===== config.mk =====
export PLATFORM = sky130hd
export DESIGN_NAME = my_xor_checksum_flat
export DESIGN_NICKNAME = d
export VERILOG_FILES = /design/src/rtl/my_xor_checksum_if.sv /design/src/rtl/my_xor_checksum.sv /design/src/flat_wrapper.sv
export SDC_FILE = /design/constraint.sdc
export NUM_CORES = 1
export LEC_CHECK = 0
export CAP_MARGIN = 30
export CORE_MARGIN = 4
export CORE_UTILIZATION = 50
export CTS_BUF_LIST = sky130_fd_sc_hd__clkbuf_4 sky130_fd_sc_hd__clkbuf_8
export DETAILED_ROUTE_END_ITERATION = 12
export DONT_BUFFER_PORTS = 1
export PLACE_DENSITY = 0.67
export SYNTH_ARGS = -nofsm -noshare
export SYNTH_HDL_FRONTEND = slang
export SYNTH_SLANG_ARGS = --single-unit

===== constraint.sdc =====
create_clock -name clk -period 3.38 [get_ports clk]
set_input_delay 0.845 -clock clk [delete_from_list [all_inputs] [get_ports clk]]
set_output_delay 0.845 -clock clk [all_outputs]
set_load 0.01 [all_outputs]

===== src/rtl/my_xor_checksum_if.sv =====
// Stream interface for the XOR checksum block: input word channel and
// result channel, each with its own valid/ready handshake.
interface my_xor_checksum_if #(
    parameter int WIDTH = 8,
    parameter int CNT_W = 8
);
    logic             in_valid;
    logic             in_ready;
    logic [WIDTH-1:0] in_data;
    logic             in_last;
    logic             out_valid;
    logic             out_ready;
    logic [WIDTH-1:0] out_sum;
    logic             out_parity;
    logic [CNT_W-1:0] out_count;
    logic             out_ovf;

    // Producer of words / consumer of results.
    modport master (
        output in_valid, in_data, in_last, out_ready,
        input  in_ready, out_valid, out_sum, out_parity, out_count, out_ovf
    );

    // The checksum block itself.
    modport slave (
        input  in_valid, in_data, in_last, out_ready,
        output in_ready, out_valid, out_sum, out_parity, out_count, out_ovf
    );
endinterface


===== src/rtl/my_xor_checksum.sv =====
// Streaming XOR checksum: folds every word of a frame into a WIDTH-bit
// accumulator, counts words with saturation, and presents sum, parity,
// count and overflow once per frame until the consumer takes them.
module my_xor_checksum #(
    parameter int WIDTH = 8,
    parameter int CNT_W = 8
) (
    input logic             clk,
    input logic             rst_n,
    my_xor_checksum_if.slave bus
);
    typedef enum logic [1:0] {IDLE, ACC, HOLD} state_t;

    state_t           state_q;
    logic [WIDTH-1:0] acc_q, acc_d;
    logic [CNT_W-1:0] cnt_q, cnt_d;
    logic             ovf_q, ovf_d;
    logic             in_ready_q;
    logic             out_valid_q;
    logic [WIDTH-1:0] out_sum_q;
    logic             out_parity_q;
    logic [CNT_W-1:0] out_count_q;
    logic             out_ovf_q;
    logic             accept;

    // in_ready is a register, so accept never depends combinationally on out_ready.
    assign accept = bus.in_valid & in_ready_q;

    // Accumulator/counter value after folding in the current input word.
    always_comb begin
        // NOTE: combinational blocks use blocking '=' and assign every output first so no latch is inferred.
        acc_d = acc_q ^ bus.in_data;
        cnt_d = cnt_q;
        ovf_d = ovf_q;
        if (state_q == IDLE) begin
            acc_d = bus.in_data;
            cnt_d = CNT_W'(1);
            ovf_d = 1'b0;
        end else if (cnt_q == {CNT_W{1'b1}}) begin
            // Saturate rather than wrap; remember that words were lost from the count.
            ovf_d = 1'b1;
        end else begin
            cnt_d = cnt_q + CNT_W'(1);
        end
    end

    // Frame FSM with registered handshake and result outputs.
    always_ff @(posedge clk or negedge rst_n) begin
        // NOTE: sequential state uses non-blocking '<=' so every register samples pre-edge values.
        if (!rst_n) begin
            state_q      <= IDLE;
            acc_q        <= '0;
            cnt_q        <= '0;
            ovf_q        <= 1'b0;
            in_ready_q   <= 1'b1;
            out_valid_q  <= 1'b0;
            out_sum_q    <= '0;
            out_parity_q <= 1'b0;
            out_count_q  <= '0;
            out_ovf_q    <= 1'b0;
        end else begin
            case (state_q)
                IDLE, ACC: begin
                    if (accept) begin
                        acc_q <= acc_d;
                        cnt_q <= cnt_d;
                        ovf_q <= ovf_d;
                        if (bus.in_last) begin
                            state_q      <= HOLD;
                            in_ready_q   <= 1'b0;
                            out_valid_q  <= 1'b1;
                            out_sum_q    <= acc_d;
                            out_parity_q <= ^acc_d;
                            out_count_q  <= cnt_d;
                            out_ovf_q    <= ovf_d;
                        end else begin
                            state_q <= ACC;
                        end
                    end
                end
                HOLD: begin
                    // Result fields keep their values after release; only out_valid drops.
                    if (bus.out_ready) begin
                        state_q     <= IDLE;
                        in_ready_q  <= 1'b1;
                        out_valid_q <= 1'b0;
                    end
                end
                default: begin
                    state_q    <= IDLE;
                    in_ready_q <= 1'b1;
                end
            endcase
        end
    end

    assign bus.in_ready   = in_ready_q;
    assign bus.out_valid  = out_valid_q;
    assign bus.out_sum    = out_sum_q;
    assign bus.out_parity = out_parity_q;
    assign bus.out_count  = out_count_q;
    assign bus.out_ovf    = out_ovf_q;
endmodule


===== src/flat_wrapper.sv =====
// flat-port wrapper written by rule: the top's interface ports become plain ports
module my_xor_checksum_flat 
#(
    parameter int WIDTH = 8,
    parameter int CNT_W = 8
)
  (clk, rst_n, bus_in_valid, bus_in_data, bus_in_last, bus_out_ready, bus_in_ready, bus_out_valid, bus_out_sum, bus_out_parity, bus_out_count, bus_out_ovf);
  my_xor_checksum_if #(.WIDTH(WIDTH), .CNT_W(CNT_W)) bus_i ();
  input logic clk;
  input logic rst_n;
  input wire logic [$bits(bus_i.in_valid)-1:0] bus_in_valid;
  input wire logic [$bits(bus_i.in_data)-1:0] bus_in_data;
  input wire logic [$bits(bus_i.in_last)-1:0] bus_in_last;
  input wire logic [$bits(bus_i.out_ready)-1:0] bus_out_ready;
  output wire logic [$bits(bus_i.in_ready)-1:0] bus_in_ready;
  output wire logic [$bits(bus_i.out_valid)-1:0] bus_out_valid;
  output wire logic [$bits(bus_i.out_sum)-1:0] bus_out_sum;
  output wire logic [$bits(bus_i.out_parity)-1:0] bus_out_parity;
  output wire logic [$bits(bus_i.out_count)-1:0] bus_out_count;
  output wire logic [$bits(bus_i.out_ovf)-1:0] bus_out_ovf;
  assign bus_i.in_valid = bus_in_valid;
  assign bus_i.in_data = bus_in_data;
  assign bus_i.in_last = bus_in_last;
  assign bus_i.out_ready = bus_out_ready;
  assign bus_in_ready = bus_i.in_ready;
  assign bus_out_valid = bus_i.out_valid;
  assign bus_out_sum = bus_i.out_sum;
  assign bus_out_parity = bus_i.out_parity;
  assign bus_out_count = bus_i.out_count;
  assign bus_out_ovf = bus_i.out_ovf;
  my_xor_checksum #(.WIDTH(WIDTH), .CNT_W(CNT_W)) u_core (.clk(clk), .rst_n(rst_n), .bus(bus_i));
endmodule

; ---- Word-level counts from Yosys, hierarchy flattened
; Index checks and enable logic that the tools add are counted.
[op_classes]
bitwise_logic = 2
n_mux = 17
n_lt_le_gt_ge = 0
n_div = 0
shift = 0
multipliers = 0
n_addsub = 1
n_reduce_logical = 9
eq_ne = 6
[ops]
columns = operator, n
row1 = $mux W8, 3
row2 = $add A8 B1 Y8 const B, 1
row3 = $eq A8 B8 Y1 const B, 1
row4 = $mux W1, 8
row5 = $reduce_xor A8 Y1, 1
row6 = $xor A8 B8 Y8, 1
row7 = $mux W2, 3
row8 = $reduce_and A3 Y1, 2
row9 = $ne A2 B2 Y1 const B, 2
row10 = $pmux W1 S2, 2
row11 = $pmux W2 S2, 1
row12 = $reduce_and A2 Y1, 2
row13 = $reduce_and A4 Y1, 1
row14 = $eq A2 B1 Y1 const B, 1
row15 = $eq A2 B2 Y1 const B, 1
row16 = $logic_not A2 Y1, 1
row17 = $ne A2 B1 Y1 const B, 1
row18 = $reduce_bool A2 Y1, 1
row19 = $reduce_or A2 Y1, 1
row20 = $and A1 B1 Y1, 1
[word_totals]
word_cells = 45
in_bits = 13
ramBits = 0
latch_bits = 0
romBits = 0
output_inout_bits = 20
n_memories = 0
reg_bits = 39

; ---- Depth between registers and ports, before layout
; Gate-level depths: netlist (run 1).
[logic_depth]
ltp_word = 4
depth_mapped = 7
depth_no_buf = 6

; ---- Worst setup path before layout (run 1)
; OpenSTA, ideal clock, no wires.
[synth_timing]
path_type = input to register
start = in bus_in_valid
end = reg u_core.state_q[1]
t_required_ns = 3.250
t_arrival_ns = 1.620
setup_slack_ns = 1.630
setup_ns = 0.130
cell_stages = 6
path_buffers = 2
cell_sequence = nand2_1 > nor2_4 > nand2_1 > clkbuf_1 > buf_2 > o21ai_0
[synth_between]
elab_chain_cells = 3
[synth_rtl]
columns = element, line_no
row1 = "start, declared", flat_wrapper.sv:11  ; input wire logic [$bits(bus_i.in_valid)-1:0] bus_in_valid;
row2 = $and A1 B1 Y1, my_xor_checksum.sv:27  ; assign accept = bus.in_valid & in_ready_q;
row3 = $ne A2 B1 Y1 (no source line), --
row4 = $reduce_and A2 Y1 (no source line), --
row5 = "end signal, assigned", my_xor_checksum.sv:51  ; state_q <= IDLE;
row6 = "end signal, assigned", my_xor_checksum.sv:69  ; state_q <= HOLD;
row7 = "end signal, assigned", my_xor_checksum.sv:77  ; state_q <= ACC;
row8 = "end, declared", my_xor_checksum.sv:14  ; state_t state_q;
; Every way passes these cells.
; A chain may end at the register's enable or synchronous reset.

; ---- Worst setup path in the final report (run 1)
[layout_timing]
start = reg u_core.in_ready_q (netlist: u_core.bus.in_ready)
end = reg u_core.out_count_q[3] (netlist: u_core.bus.out_count[3])
[layout_between]
elab_chain_cells = 2
[layout_rtl]
columns = element, line_no
row1 = "start, declared", my_xor_checksum.sv:18  ; logic in_ready_q;
row2 = "start signal, assigned", my_xor_checksum.sv:55  ; in_ready_q <= 1'b1;
row3 = "start signal, assigned", my_xor_checksum.sv:70  ; in_ready_q <= 1'b0;
row4 = "start signal, assigned", my_xor_checksum.sv:85  ; in_ready_q <= 1'b1;
row5 = $and A1 B1 Y1, my_xor_checksum.sv:27
row6 = $reduce_and A3 Y1 (no source line), --
row7 = "end signal, assigned", my_xor_checksum.sv:74  ; out_count_q <= cnt_d;
row8 = "end, declared", my_xor_checksum.sv:22  ; logic [CNT_W-1:0] out_count_q;
; Every way passes these cells.

==> key figures, run 1 <==
Floorplanning
  • Starting Density: between 50% and 60%
  • Die ar.: 5080 sq um
  • I/O pin count: 33
  • Rows: 22
  • Die span in y: approximately 71 um
  • Core area: around 3800 sq um
  • Chip Width: between 70 and 80 um

Worst setup path
  • R2R Setup Slk: 1550 ps
  • Setup crit end: u_core.bus.out_count[3]
  • Setup crit start kind: flop
  • R2R depth: 6
  • R2R Path End: u_core.bus.out_count[3]
  • Worst Path Required: ~3600 ps
  • Crit path launch: u_core.bus.in_ready
  • Worst Path Arrival: 2040 ps
  • Crit path max fanout: 24
  • Worst flop-to-flop path startpoint: u_core.bus.in_ready
  • Kind of end point of the critical path: flop
  • Setup Crit Path Kind: reg -> reg

Logic synthesis
  • Top post-synthesis cells by area: dfrtp_1 48%, nand2_1 6.6%, o21ai_0 6.3%
  • Top-area cell type share of the netlist area: 47.5%
  • Synthesized area: around 2000 sq um
  • Syn Area/Cell: between 9 and 10 sq um
  • Syn. warnings: 0
  • Post-synth top cells: 38 x dfrtp_1, 35 x nand2_1, 25 x o21ai_0
  • EDFF count, synth: 0
  • Post-synth top area cell: dfrtp_1
  • Synth Flop Type: dfrtp_1
  • Count leader, synth: dfrtp_1
  • Synth cell types: 41
  • Asr flop ratio synth: 100%
  • Register area share after synthesis: between 40 and 50%
  • #FFs+latches synth: 39
  • Net count after synthesis: between 200 and 250
  • Cells after Synth: around 210

STA
  • Final Setup Violations: 0
  • Final Hold Viols: 0
  • Worst Skew: slightly above 9 ps
  • RSZ-0062 raised after global routing: no
  • Tightest Pin Transition: 661 ps
  • Hold slack: roughly 230 ps
  • Fin crit share: between 50% and 60%
  • Fmax: between 0.5 and 0.6 GHz
  • Post-layout min period: between 1500 and 2000 ps
  • Setup TNS: 0 ps
  • Relative max-transition margin: between 50% and 60%
  • Final Max Tran Viols: 0

Finish
  • # diodes: 0
  • Nets: approximately 220
  • Post-Layout Cell Count: 256
  • Final instance area: about 2100 sq um
  • Layout area overhead: 5.19%
  • Number of fill cells: ~350
  • Final core occ: between 50% and 60%
  • Share of cells above drive strength 1: a little under a tenth

GRT
  • First-pass GRT wire length: about 7000 um
  • Antenna violations before repair: 0
  • Total Routing Usage GR: between 10% and 20%
  • Grt total ovfl: 0
  • Largest net degree at the start of global routing: 40
  • Vias in the first global route: about 1500

Placed design
  • Routability cong.: 0.830
  • Dpl cells: 248
  • Post-DP Area: approximately 2000 sq um
  • DP HPWL: around 2900 um
  • Port Buffers: 0

Detailed routing
  • WL final: 4090 um
  • Vias per cell: between 5 and 6
  • DRC viols: 0
  • Pre-antenna DRT Iters: 4
  • Starting DRT DRC Count: 81
  • DR WL/cell: 16.0 um
  • Post-DRT Antenna Nets: 0
  • Via count: 1535

Clock tree
  • CTS buffer count: 5
  • TritonCTS clock tree: yes
  • Clock Latency Late Sink: ~300 ps
  • Sink Count: 39
  • CTS Buffer Depth: 2
  • Hold Buf Count CTS: 0
  • # Post-CTS Setup Buffers: 0
  • Post-CTS Resized: 0
  • Clk slew on worst S/H paths: about 80 ps
  • Clock Tree Root: clkbuf_8
  • H-tree depth: 2

Hold path
  • Worst hold path class: in -> async

Pwr
  • Max VDD drop: approximately 0.35 mV
  • P per Cell Area: approximately 550 nW/um^2
  • P_leak: 0.869 nW

Run status
  • Status: finished, final reports clean

Run
  • Max_cap viols: 0
[worst min-delay path by stage]
stage	start	endpoint	slack (ps)
3_3_place_gp	u_core.ovf_q	u_core.ovf_q	510
3_5_place_dp	u_core.ovf_q	u_core.ovf_q	520
4_1_cts	rst_n	u_core.bus.out_sum[1]	230
6_report	rst_n	u_core.acc_q[1]	230
5_1_grt	rst_n	u_core.bus.out_sum[5]	220
2_1_floorplan	u_core.ovf_q	u_core.ovf_q	490
[routing by layer]
metal,vias to the layer above,routed length [um],global-route usage [%]
met1,748,1910,23.1
met5,-,0,0
li1,735,-,-
met4,0,60,5.64
met2,43,1860,25.9
met3,9,252,6.17
[flip-flops by register name, summed over array words and instances (netlist names)]
name / cells
u_core.cnt_q: 8
u_core.bus.out_parity: 1
u_core.bus.in_ready: 1
u_core.acc_q: 8
u_core.ovf_q: 1
u_core.bus.out_ovf: 1
u_core.bus.out_valid: 1
u_core.state_q: 2
u_core.bus.out_count: 8
u_core.bus.out_sum: 8
[cells by family (layout without fill, tap and decap cells)]
logic type	count (synthesis)	in the layout	synth area share, %
xor+xnor	25	25	10.9
mux	1	1	0.500
fa+ha+maj	1	1	0.625
simple gates	68	68	16.5
buf+inv	11	11	3.50
flops	39	39	48.8
compound gates	63	63	19.1
[cells in the final DEF, fill, tap and decap left out, types with 2 or more instances in the layout]
cell and count:
xor2_1 11, a311oi_1 9, a211oi_1 2, nand4_1 2, a21oi_1 18, nor3_1 3
dfrtp_1 38, clkbuf_8 6, nand3_1 2, a31oi_1 2, o21ai_0 25, xnor2_1 14
buf_4 2, nand4_2 2, nand2_1 35, nor2_1 13
[metrics by stage]
| stage | worst slack [ps] | total power, W |
|---|---|---|
| after floorplan | 1630 | 0.000804 |
| after global placement | 1400 | 0.000828 |
| after detailed placement | 1340 | 0.000837 |
| after CTS | 1550 | 0.00117 |
| after global routing | 1400 | 0.00123 |
| final | 1550 | 0.00116 |
[area by class of cell]
type / instances / area (sq um) / area share (%)
clock inverters: 1 / 5.00 / 0.238
repair buffers: 2 / 15.0 / 0.713
well taps: 48 / 60.1 / 2.85
flip-flops and latches: 39 / 977 / 46.4
clock buffers: 7 / 90.1 / 4.28
inverters: 1 / 3.75 / 0.178
multi-input cells: 158 / 953 / 45.3
[report_power, final]
group,internal (W),total [W],switching (W),leakage (nW)
logic,0.0000811,0.000193,0.000112,0.289
registers,0.000540,0.000631,0.0000917,0.528
clock network,0.000173,0.000334,0.000161,0.0517
[worst max-delay path, stage by stage, from the launching register on]
cell     delay (ps)
dfstp_2         600
nand2_1         130
nor2_4          100
buf_4           260
and2_1          340
nand2_1         130
o21ai_0         180
Note: power is estimated with default switching activity, not from simulation.
==> run 2: changes to the inputs <==
Settings changed: PLACE_DENSITY 0.67 to 0.7.
Clock period 3.38 ns to 1.5 ns, I/O delays scaled along.
==> key figures, run 2 (synthesis gave the netlist of run 1 again) <==
Run status
  • Status: finished, final reports clean

Finish
  • # diodes: 0
  • Nets: around 240
  • Layout area overhead: 18.7%
  • Post-Layout Cell Count: ~280
  • Most frequent cells in the layout: 37 x dfrtp_1, 32 x nand2_1, 21 x o21ai_0
  • Share of cells above drive strength 1: about 22%
  • Most common cell after layout, fill and taps aside: dfrtp_1

Clock tree
  • Clk slew on worst S/H paths: ~80 ps
  • TritonCTS clock tree: yes
  • Clock Latency Late Sink: between 200 and 300 ps
  • CTS Buffer Depth: 2
  • H-tree depth: 2
  • CTS buffer count: 5
  • Sink Count: 39
  • Clock Tree Root: clkbuf_8

Hold path
  • Hold wc startpoint: bus_in_data[6]
  • Hold Path Sink: u_core.acc_q[6]
  • Hold Path Depth: 1
  • Worst hold path class: in -> reg

STA
  • Worst Skew: roughly 3.8 ps
  • Final Max Tran Viols: 0
  • Tightest Pin Transition: 274 ps
  • Final Setup Violations: 0
  • Fin worst setup slack: slightly below 3 ps
  • Fin crit share: about 100%
  • Post-layout min period: ~1500 ps
  • RSZ-0062 raised after global routing: yes
  • Final Hold Viols: 0
  • Relative max-transition margin: 81.7%
  • Fmax: 0.668 GHz

Worst setup path
  • Slowest stage delay, CP: 410 ps
  • Worst-path cell chain: buf_4 > and4_1 > and4_2 > a31o_2 > a21oi_1
  • Setup Crit Path Kind: reg -> reg
  • R2R Setup Slk: roughly 2.9 ps
  • Worst flop-to-flop path startpoint: u_core.cnt_q[0]
  • R2R depth: 5
  • Worst Path Required: roughly 1700 ps
  • R2R Path End: u_core.cnt_q[7]
  • Crit path max fanout: 5
  • Kind of end point of the critical path: flop
  • Slowest-stage cell, CP: dfrtp_2
  • Worst Path Arrival: 1720 ps
  • Setup crit start kind: flop

Detailed routing
  • DR WL/cell: between 15 and 20 um
  • Via count: 1578
  • Starting DRT DRC Count: 115
  • WL final: roughly 4300 um
  • Post-DRT Antenna Nets: 0
  • Pre-antenna DRT Iters: 4
  • DRC viols: 0
  • Vias per cell: 5.68

Floorplanning
  • Die ar.: just over 5000 sq um
  • Rows: 22
  • Starting Density: 53.1%
  • Chip Width: between 70 and 80 um
  • I/O pin count: 33
  • Die span in y: 71.3 um
  • Core area: approximately 3800 sq um

GRT
  • First-pass GRT wire length: about 7400 um
  • Largest net degree at the start of global routing: 40
  • Grt total ovfl: 0
  • Vias in the first global route: roughly 1600
  • Total Routing Usage GR: between 10% and 20%
  • Antenna violations before repair: 0

Placed design
  • Port Buffers: 0
  • DP HPWL: between 3000 and 4000 um
  • Dpl cells: between 200 and 300
  • Routability cong.: 0.862
  • Pre-CTS setup slack: -72.5 ps

Pwr
  • P_leak: 1.00 nW
  • Total Power: between 0.002 and 0.003 W
  • P per Cell Area: 1220 nW/um^2
  • Max VDD drop: around 0.67 mV

Run
  • Max_cap viols: 0
## run 2: cell types whose count changed in the layout (fill, tap and decap cells not counted), moves of 2 or more
| cell | delta |
|---|---|
| o21ai_0 | -4 |
| buf_4 | +16 |
| buf_12 | +3 |
| buf_6 | +2 |
| nand2_2 | +3 |
| nand2_1 | -3 |
| o21ai_1 | +4 |
## run 2: where the power goes
group	internal [W]	switching [W]
clock	0.000438	0.000364
sequential	0.00122	0.000193
combinational	0.000340	0.000350
## run 2: worst max path at each step
stage | start | endpoint | slack [ps] | depth (start not counted)
floorplan | u_core.cnt_q[1] | u_core.cnt_q[3] | -40 | 7
global placement | u_core.cnt_q[0] | u_core.bus.out_count[7] | 20 | 5
detailed placement | u_core.cnt_q[1] | u_core.cnt_q[3] | -70 | 5
CTS | u_core.cnt_q[0] | u_core.cnt_q[7] | 9 | 5
global route | u_core.bus.in_ready | u_core.cnt_q[3] | -60 | 6
finish | u_core.cnt_q[0] | u_core.cnt_q[7] | 3 | 5
## run 2: cell type report
| class | instances | area (sq um) |
|---|---|---|
| repair buffers | 24 | 228 |
| flip-flops and latches | 39 | 978 |
| well taps | 48 | 60.1 |
| clock buffers | 8 | 104 |
| fillers | 295 | 1400 |
| multi-input cells | 158 | 1000 |
| inverters | 1 | 3.75 |
## run 2: routing by layer
layer  vias up  routed length, um  GRT usage (%)
li1        777                  -              -
met1       753               1880           24.0
met4         0                 63           5.85
met2        40               2080           28.3
met5         -                  0              0
met3         8                317           6.73
## run 2: through the flow
step / hold slack, ps / util (%) / instance area, sq um / setup TNS (ps)
detailed placement: 80.5 / 58.0 / 2190 / -358
finish: 172 / 63.0 / 2370 / 0
CTS: 169 / 61.8 / 2330 / 0
global route: 163 / 63.0 / 2370 / -284
floorplan: 79.4 / - / 2020 / -42.2
global placement: 80.5 / 58.0 / 2190 / 0
## run 2: what timing repair did
item	CTS	global route
endpoints found under the setup margin	14	21
resized for setup	5	11
pin swaps	0	5
hold buffers	2	0
endpoints found under the hold margin	39	0
setup buffers	0	3
## run 2: critical path, delay by kind of cell (launching register included)
family | cells | cell delay [ps]
AO/OA/AOI/OAI | 2 | 380
buffers and inverters | 1 | 160
flip-flops | 1 | 410
AND/OR/NAND/NOR | 2 | 480
==> run 3: changes to the inputs <==
Settings changed: PLACE_DENSITY 0.7 to 0.79.
==> key figures, run 3 (synthesis gave the netlist of run 1 again) <==
Run status
  • Status: finished, final reports clean

Clock tree
  • Clock Latency Late Sink: approximately 300 ps
  • TritonCTS clock tree: yes
  • CTS Buffer Depth: 2
  • Clock Tree Root: clkbuf_8
  • H-tree depth: 2
  • Sink Count: 39
  • CTS buffer count: 5
  • # Post-CTS Setup Buffers: 0
  • Clk slew on worst S/H paths: 80 ps

Pwr
  • Switching Share: between 30% and 40%
  • Sw Pwr: just over 0.0009 W
  • Design internal power: about 0.0018 W
  • P_leak: about 1.0 nW
  • Sequential share of power: 51.9%
  • Clock power share: 25.5%
  • Comb pwr share: about 23%
  • Total Power: approximately 0.0027 W
  • P per Cell Area: ~1200 nW/um^2
  • Max VDD drop: about 0.83 mV

Detailed routing
  • Vias per cell: approximately 5.5
  • Starting DRT DRC Count: 87
  • DR WL/cell: between 10 and 15 um
  • Post-DRT Antenna Nets: 0
  • DRC viols: 0
  • Pre-antenna DRT Iters: 4
  • Via count: 1553
  • WL final: 4150 um

Finish
  • Layout area overhead: 17.6%
  • Post-Layout Cell Count: 280
  • Most frequent cells in the layout: 37 x dfrtp_1, 32 x nand2_1, 23 x o21ai_0, 23 x buf_4, 17 x a21oi_1
  • Number of fill cells: 312
  • # diodes: 0
  • Final core occ: between 60% and 70%
  • Share of cells above drive strength 1: between 20% and 30%
  • Nets: about 250
  • Most common cell after layout, fill and taps aside: dfrtp_1

STA
  • Relative max-transition margin: approximately 80%
  • Setup TNS: 0 ps
  • Worst Skew: just under 7 ps
  • Final Max Tran Viols: 0
  • Post-layout min period: about 1500 ps
  • RSZ-0062 raised after global routing: yes
  • Final Hold Viols: 0
  • Final Setup Violations: 0
  • Fin crit share: 97.3%
  • Fmax: between 0.6 and 0.7 GHz
  • Tightest Pin Transition: 291 ps

Worst setup path
  • Kind of end point of the critical path: flop
  • R2R Setup Slk: 40 ps
  • Worst Path Required: about 1700 ps
  • R2R Path End: u_core.cnt_q[3]
  • Setup Crit Path Kind: reg -> reg
  • R2R depth: 4
  • Worst Path Arrival: around 1600 ps
  • Crit path max fanout: 5
  • Setup crit start kind: flop
  • Worst flop-to-flop path startpoint: u_core.bus.in_ready

GRT
  • First-pass GRT wire length: around 7300 um
  • Antenna violations before repair: 0
  • Vias in the first global route: between 1500 and 2000
  • Grt total ovfl: 0
  • Largest net degree at the start of global routing: 40
  • Total Routing Usage GR: a little under a fifth

Placed design
  • Dpl cells: 269
  • Routability cong.: a little over 0.9
  • DP HPWL: 3020 um
  • Port Buffers: 0

Run
  • Max_cap viols: 0

Floorplanning
  • Rows: 22
  • Starting Density: 53.1%
  • Core area: between 3000 and 4000 sq um
  • Die span in y: approximately 70 um
  • Die ar.: between 5000 and 6000 sq um
  • Chip Width: around 71 um
  • I/O pin count: 33

Hold path
  • Hold wc startpoint: bus_in_data[2]
  • Hold Path Sink: u_core.acc_q[2]
  • Hold Path Depth: 1
  • Worst hold path class: in -> reg
## run 3: cell count changes in the layout (fill, tap and decap cells not counted), sizes merged
cell	previous run	this run
nor2	14	15
buf	23	24
clkbuf	8	5
clkinv	0	3
## run 3: how the worst max path moves through the flow
stage | startpoint | to | slack, ps
after detailed placement | u_core.bus.in_ready | u_core.bus.out_count[1] | -50
after global placement | u_core.bus.in_ready | u_core.bus.out_count[1] | 30
final | u_core.bus.in_ready | u_core.cnt_q[3] | 40
after CTS | u_core.bus.in_ready | u_core.bus.out_count[6] | 6
after global routing | u_core.cnt_q[1] | u_core.cnt_q[6] | -50
after floorplan | u_core.cnt_q[1] | u_core.cnt_q[3] | -40
## run 3: metrics by stage
| step | instance area (sq um) | worst slack, ps | hold slack, ps |
|---|---|---|---|
| floorplan | 2020 | -42.2 | 79.4 |
| global placement | 2180 | 26.5 | 80.7 |
| detailed placement | 2180 | -46.2 | 80.8 |
| CTS | 2300 | 6.47 | 163 |
| global route | 2350 | -45.9 | 162 |
| finish | 2350 | 41.0 | 168 |
## run 3: what timing repair did
item                                    CTS  global route
hold buffers                              2             0
endpoints found under the hold margin    39             0
endpoints found under the setup margin    6            29
pin swaps                                 0             3
resized for setup                         1            14
gates cloned                              0             1
## run 3: power by group through the flow
stage               logic, W  clock network (W)  registers (W)
floorplan           0.000412                  0        0.00142
global placement    0.000546                  0        0.00142
detailed placement  0.000559                  0        0.00143
CTS                 0.000590           0.000709        0.00141
global route        0.000705           0.000760        0.00144
finish              0.000619           0.000695        0.00142
## run 3: cell type report
type / instances / area (sq um) / area share (%)
clock buffers: 5 / 68.8 / 2.92
clock inverters: 3 / 15.0 / 0.638
inverters: 1 / 3.75 / 0.159
multi-input cells: 159 / 1020 / 43.5
flip-flops and latches: 39 / 978 / 41.6
well taps: 48 / 60.1 / 2.55
repair buffers: 25 / 203 / 8.61
## run 3: metal layers
metal / routed length (um) / share of wire [%] / global-route usage, %
met3: 285 / 6.9 / 6.03
met2: 1900 / 46 / 27.4
met5: 0 / 0 / 0
met1: 1890 / 46 / 24.1
met4: 68 / 1.6 / 6.26
## run 3: critical path: stages, from the launching register on
cell	delay [ps]
dfstp_2	540
nand2_2	90
nor2_4	180
and2b_2	230
a311o_1	300
==> patch 1: new RTL, config.mk and constraints of run 2 <==
`WIDTH` is set to 8 in 3 places; all go to 9.
--- a/src/rtl/my_xor_checksum_if.sv
+++ b/src/rtl/my_xor_checksum_if.sv
@@ -3,3 +3,3 @@
 interface my_xor_checksum_if #(
-    parameter int WIDTH = 8,
+    parameter int WIDTH = 9,
     parameter int CNT_W = 8
--- a/src/rtl/my_xor_checksum.sv
+++ b/src/rtl/my_xor_checksum.sv
@@ -4,3 +4,3 @@
 module my_xor_checksum #(
-    parameter int WIDTH = 8,
+    parameter int WIDTH = 9,
     parameter int CNT_W = 8
--- a/src/flat_wrapper.sv
+++ b/src/flat_wrapper.sv
@@ -3,3 +3,3 @@
 #(
-    parameter int WIDTH = 8,
+    parameter int WIDTH = 9,
     parameter int CNT_W = 8
Ports: changed (resized bus_in_data and bus_out_sum); port bits go from 33 to 35. The function was not compared with the original's and may differ.
==> patch 1 against run 2 <==
  * Routed wire length is 4.6% higher
  * Setup slack better by 0.0027 ns
  * Sequential cell count is 2 higher
  * Core utilization is 0.15 points higher
  * Cell area is 6.3% higher
  * Total power is 2.4% higher
  * Count of clock-buffer cells in the layout is 3 lower
  * Fmax is 0.18% higher
  * Area after synthesis is 3.4% higher
  * Critical endpoint is now u_core.acc_q[0]$_DFFE_PN0P_
==> patch 1: results (changes against run 2) <==
stage,metric,value,unit,change
yosys,"Top FF cell, synth",dfrtp_1,,
drt,drt wl/cell,14.9,microns,-4.4%
clock_tree,Root Driver,clkbuf_8,,
place,Cells after DPL,294,,+11%
grt,largest net degree at the start of global routing,42,,+5.0%
yosys,commonest cells in the netlist,"nand2_1 (43), dfrtp_1 (40), nor2_1 (23)",,
clock_tree,CTS Buf Count,5,,unchanged
yosys,Async SR Flop Fraction,1.00,,unchanged
place,GPL Wtd Cong,0.834,,-3.2%
outcome,status,finished clean,,
worst_setup_path,crit path max-delay cell type,dfstp_2,,
sta,Slew @ Worst Pin,0.293,ns,+0.0194 ns
pwr,Pint,2.06,mW,+3.3%
place,# port buffers,0,,unchanged
yosys,Mapped Nets,240,,+8.1%
yosys,Mean Syn Cell Area,9.20,sq um,-4.4%
yosys,part of the Yosys area used for sequential elements,0.496,,+0.00794
clock_tree,H-tree levels,2,,unchanged
drt,post-DR vias/cell,5.43,,-4.3%
worst_setup_path,highest fanout seen on the critical path,9,,+4
pwr,P_leak,1.07,nW,+6.2%
cells_and_area,"non-filler cells, final",304,,+9.4%
worst_setup_path,Reg2Reg Depth,6,,+1
clock_tree,Clock Tree Buf Depth,2,,unchanged
grt,first-pass GRT wire length,7520,microns,+1.8%
drt,drt pass-1 iters,4,,unchanged
min_path,Hold Path Depth,1,,unchanged
worst_setup_path,Crit path max-delay family,flip-flops,,
yosys,Synth cell types,29,,-29%
cells_and_area,Nets,269,,+11%
place,DP Worst Slack,-0.0870,ns,-0.0145 ns
yosys,Synth area leaders,"dfrtp_1 (48%), nand2_1 (7.8%), xnor2_1 (6.3%), a21oi_1 (4.8%), xor2_1 (4.7%)",,
pwr,VDD IR-drop max,0.000656,V,-2.2%
clock_tree,Clock Latency Late Sink,0.29,ns,about the same
yosys,Ys Warns,0,,unchanged
cells_and_area,layout cell share with drive strength beyond 1,0.220,,-0.00127
grt,GR Util All Layers,0.186,,+0.00297
min_path,worst hold path class,in -> reg,,
place,hpwl dp,3270,microns,+3.0%
drt,1st-iter DRT viols,127,,+10%
worst_setup_path,slowest cell delay on critical path,0.53,ns,+0.12 ns
sta,Clock Skew,0.00631,ns,+0.00255 ns
patch 1: logic make-up (layout without fill, tap and decap cells):
family | after synthesis | after routing | share of synthesized area
AND/OR/NAND/NOR | 78 | 78 | 0.155
AO/OA/AOI/OAI | 64 | 64 | 0.185
buffers and inverters | 12 | 41 | 0.0236
XOR/XNOR | 28 | 28 | 0.129
multiplexers | 1 | 1 | 0.00484
flip-flops | 41 | 41 | 0.496
adder cells (fa/ha/maj) | 1 | 1 | 0.00604
patch 1: worst paths after layout:
kind / to / startpoint / slack [ns]
max reg2reg: u_core.acc_q[0]$_DFFE_PN0P_ / u_core.bus.in_ready$_DFFE_PN1P_ / 0.006
max: u_core.acc_q[0]$_DFFE_PN0P_ / u_core.bus.in_ready$_DFFE_PN1P_ / 0.006
min: u_core.acc_q[2]$_DFFE_PN0P_ / bus_in_data[2] / 0.17
min in group asynchronous: u_core.bus.out_sum[0]$_DFFE_PN0P_ / rst_n / 0.55
max in group asynchronous: u_core.bus.in_ready$_DFFE_PN1P_ / rst_n / 0.70
min reg2reg: u_core.ovf_q$_DFFE_PN0P_ / u_core.ovf_q$_DFFE_PN0P_ / 0.53
patch 1: per-layer routing:
| metal | global-route usage | part of all wire | vias up |
|---|---|---|---|
| met4 | 0.0564 | 0.0086 | 0 |
| met2 | 0.299 | 0.48 | 40 |
| met5 | 0 | 0 | - |
| met3 | 0.0540 | 0.048 | 4 |
| li1 | - | - | 839 |
| met1 | 0.244 | 0.46 | 768 |
patch 1: worst register-to-register path, delay by kind of cell, from the launching register on:
family,cells,cell delay [ns]
flops,1,0.53
simple gates,3,0.39
compound gates,2,0.33
buf+inv,1,0.13
patch 1: layout make-up:
class	instances	area (sq um)
Fill cell	338	1480
Multi-Input combinational cell	172	1060
Sequential cell	41	1030
Timing Repair Buffer	31	260
Clock buffer	5	68.8
Tap cell	50	62.6
Clock inverter	2	35.0
Inverter	3	11.3
patch 1: power groups by stage:
stage	registers [mW]	logic (mW)	clock network, mW
final	1.48	0.649	0.846
after global routing	1.50	0.738	0.917
after CTS	1.48	0.637	0.883
after detailed placement	1.50	0.605	0
after global placement	1.50	0.592	0
after floorplan	1.47	0.415	0
patch 1: through the flow:
stage	TNS [ns]	total power, mW	instance area [sq um]
global placement	-0.0624	2.09	2330
floorplan	0	1.88	2090
CTS	0	3.00	2470
finish	0	2.97	2520
global route	-0.401	3.16	2520
detailed placement	-0.0870	2.11	2330
patch 1: what timing repair did:
item	in CTS	in global routing
hold endpoints to repair	41	0
hold buffers	2	0
buffers inserted	0	1
endpoints found under the setup margin	0	21
gates resized for setup	0	11
==> patch 2: new RTL, flow settings as in run 2 <==
Without the edit above. The 3 states of `state_t` get a one-hot encoding in 3 bits.
--- a/src/rtl/my_xor_checksum.sv
+++ b/src/rtl/my_xor_checksum.sv
@@ -11,3 +11,3 @@
 );
-    typedef enum logic [1:0] {IDLE, ACC, HOLD} state_t;
+    typedef enum logic [2:0] {IDLE = 3'b001, ACC = 3'b010, HOLD = 3'b100} state_t;
 
Formal check against the unedited RTL: same outputs for any inputs over 4 cycles, from zero or initial values and one cycle with rst_n low; so few cycles prove little.
==> patch 2 against run 2 <==
  * The flow now finishes with violations (negative setup slack)
  * Setup slack got worse by 0.096 ns
  * Sequential cell count rose by 1
  * Routed wire length rose by 6.4%
  * Die area rose by 2.4%
  * Cell area rose by 14%
  * Area after synthesis rose by 2.7%
  * Clock skew rose by 0.0059 ns
  * Largest cell class unchanged
Power is not compared: it rests on default switching activity, and its combinational part moved more than twofold at a synthesized area within 25%.
==> patch 2: results (changes against run 2) <==
stage,metric,value,unit,change
grt,met2 Resource Use GR,0.291,,+0.00855
sta,Slew @ Worst Pin,0.453,ns,+0.180 ns
cells_and_area,"Non-clock buffers, area share",0.126,,+0.0299
sta,hold_ws,0.172,ns,-0.000324 ns
worst_setup_path,highest fanout seen on the critical path,8,,+3
cells_and_area,inverters,2,,+1
sta,setup ws final,-0.0926,ns,-0.0955 ns
clock_tree,Post-CTS Setup Inserts,2,,+2
yosys,Post-Synth XOR/XNOR Area,0.107,,-0.00287
place,hpwl dp,3160,microns,-0.46%
outcome,violated checks,negative setup slack,,
grt,first-pass GRT wire length,7470,microns,+1.0%
place,GPL Wtd Cong,0.853,,-0.96%
yosys,Mapped Nets,230,,+3.6%
yosys,cell count after synthesis,216,,+3.8%
cells_and_area,bufs w/o clock,36,,+50%
yosys,Post-Synth Adder-Cell Area,0.00609,,-0.000164
drt,met3 routed WL,173,microns,-45%
yosys,"FF+latch count, synth",40,,+2.6%
cells_and_area,fillers,313,,+6.1%
place,Cells after DPL,290,,+9.0%
grt,met3 track demand over resource,0.0374,,-0.0299
worst_setup_path,arrival time at the worst endpoint,1.76,ns,+0.04 ns
grt,GR Util met1,0.246,,+0.00524
drt,Met1 Routed Length,2180,microns,+16%
yosys,commonest cells in the netlist,"dfrtp_1 (38), nand2_1 (35), o21ai_0 (22)",,
min_path,Hold Path Sink,u_core.acc_q[1]$_DFFE_PN0P_,,
drt,via count,1684,,+6.7%
sta,Post-Route Setup TNS,-0.757,ns,-0.757 ns
grt,vias in the first global route,1592,,+2.2%
cells_and_area,"non-filler cells, final",304,,+9.4%
cells_and_area,fraction of area in multi-input gates,0.432,,+0.0103
yosys,multiplexer share of the synthesized area,0.00974,,+0.00474
worst_setup_path,FF-to-FF Start,u_core.state_q[0]$_DFFE_PN1P_,,
yosys,Synth area leaders,"dfrtp_1 (46%), nand2_1 (6.4%), xnor2_1 (6.4%), o21ai_0 (5.4%), a21oi_1 (4.4%)",,
yosys,Synth cell types,39,,-4.9%
drt,drt wl/cell,15.2,microns,-2.7%
grt,GR Util All Layers,0.183,,about the same
drt,1st-iter DRT viols,90,,-22%
cells_and_area,Multi-Input Combinational,168,,+6.3%
place,DP Worst Slack,-0.142,ns,-0.0690 ns
min_path,hold path start,bus_in_data[1],,
yosys,Yosys top cell area share,0.463,,-0.0124
sta,# setup viols final,15,,+15
yosys,part of the Yosys area used for sequential elements,0.488,,about the same
cells_and_area,register area,0.00100,sq mm,+2.7%
cells_and_area,CLK BUF,7,,-1
worst_setup_path,Reg2Reg Depth,6,,+1
outcome,status,finished with violations,,
cells_and_area,clock network area share,0.0465,,+0.00281
worst_setup_path,worst setup path end,u_core.acc_q[6]$_DFFE_PN0P_,,
clock_tree,post-CTS sizing,15,,+10
-- patch 2: cell types whose count changed after synthesis, moves of 3 or more --
cell            run 2  this run
nand3_1             2         6
nor2_1             13        17
buf_6               3         0
o21ai_0            25        22
-- patch 2: cell families after synthesis --
logic type,Yosys count
simple gates,80
compound gates,60
flops,40
xor+xnor,25
buf+inv,8
mux,2
fa+ha+maj,1
-- patch 2: critical path, stage by stage (launching register included) --
cell	delay, ns
dfstp_2	0.57
nand2b_4	0.08
a211oi_4	0.29
buf_6	0.17
nand2_4	0.10
a21oi_1	0.21
a311oi_2	0.05
-- patch 2: report_power, final --
part | switching [mW] | internal (mW) | leakage [nW] | total, mW
sequential | 0.434 | 1.43 | 0.512 | 1.86
combinational | 1.19 | 1.23 | 0.559 | 2.42
clock | 0.379 | 0.588 | 0.0645 | 0.967
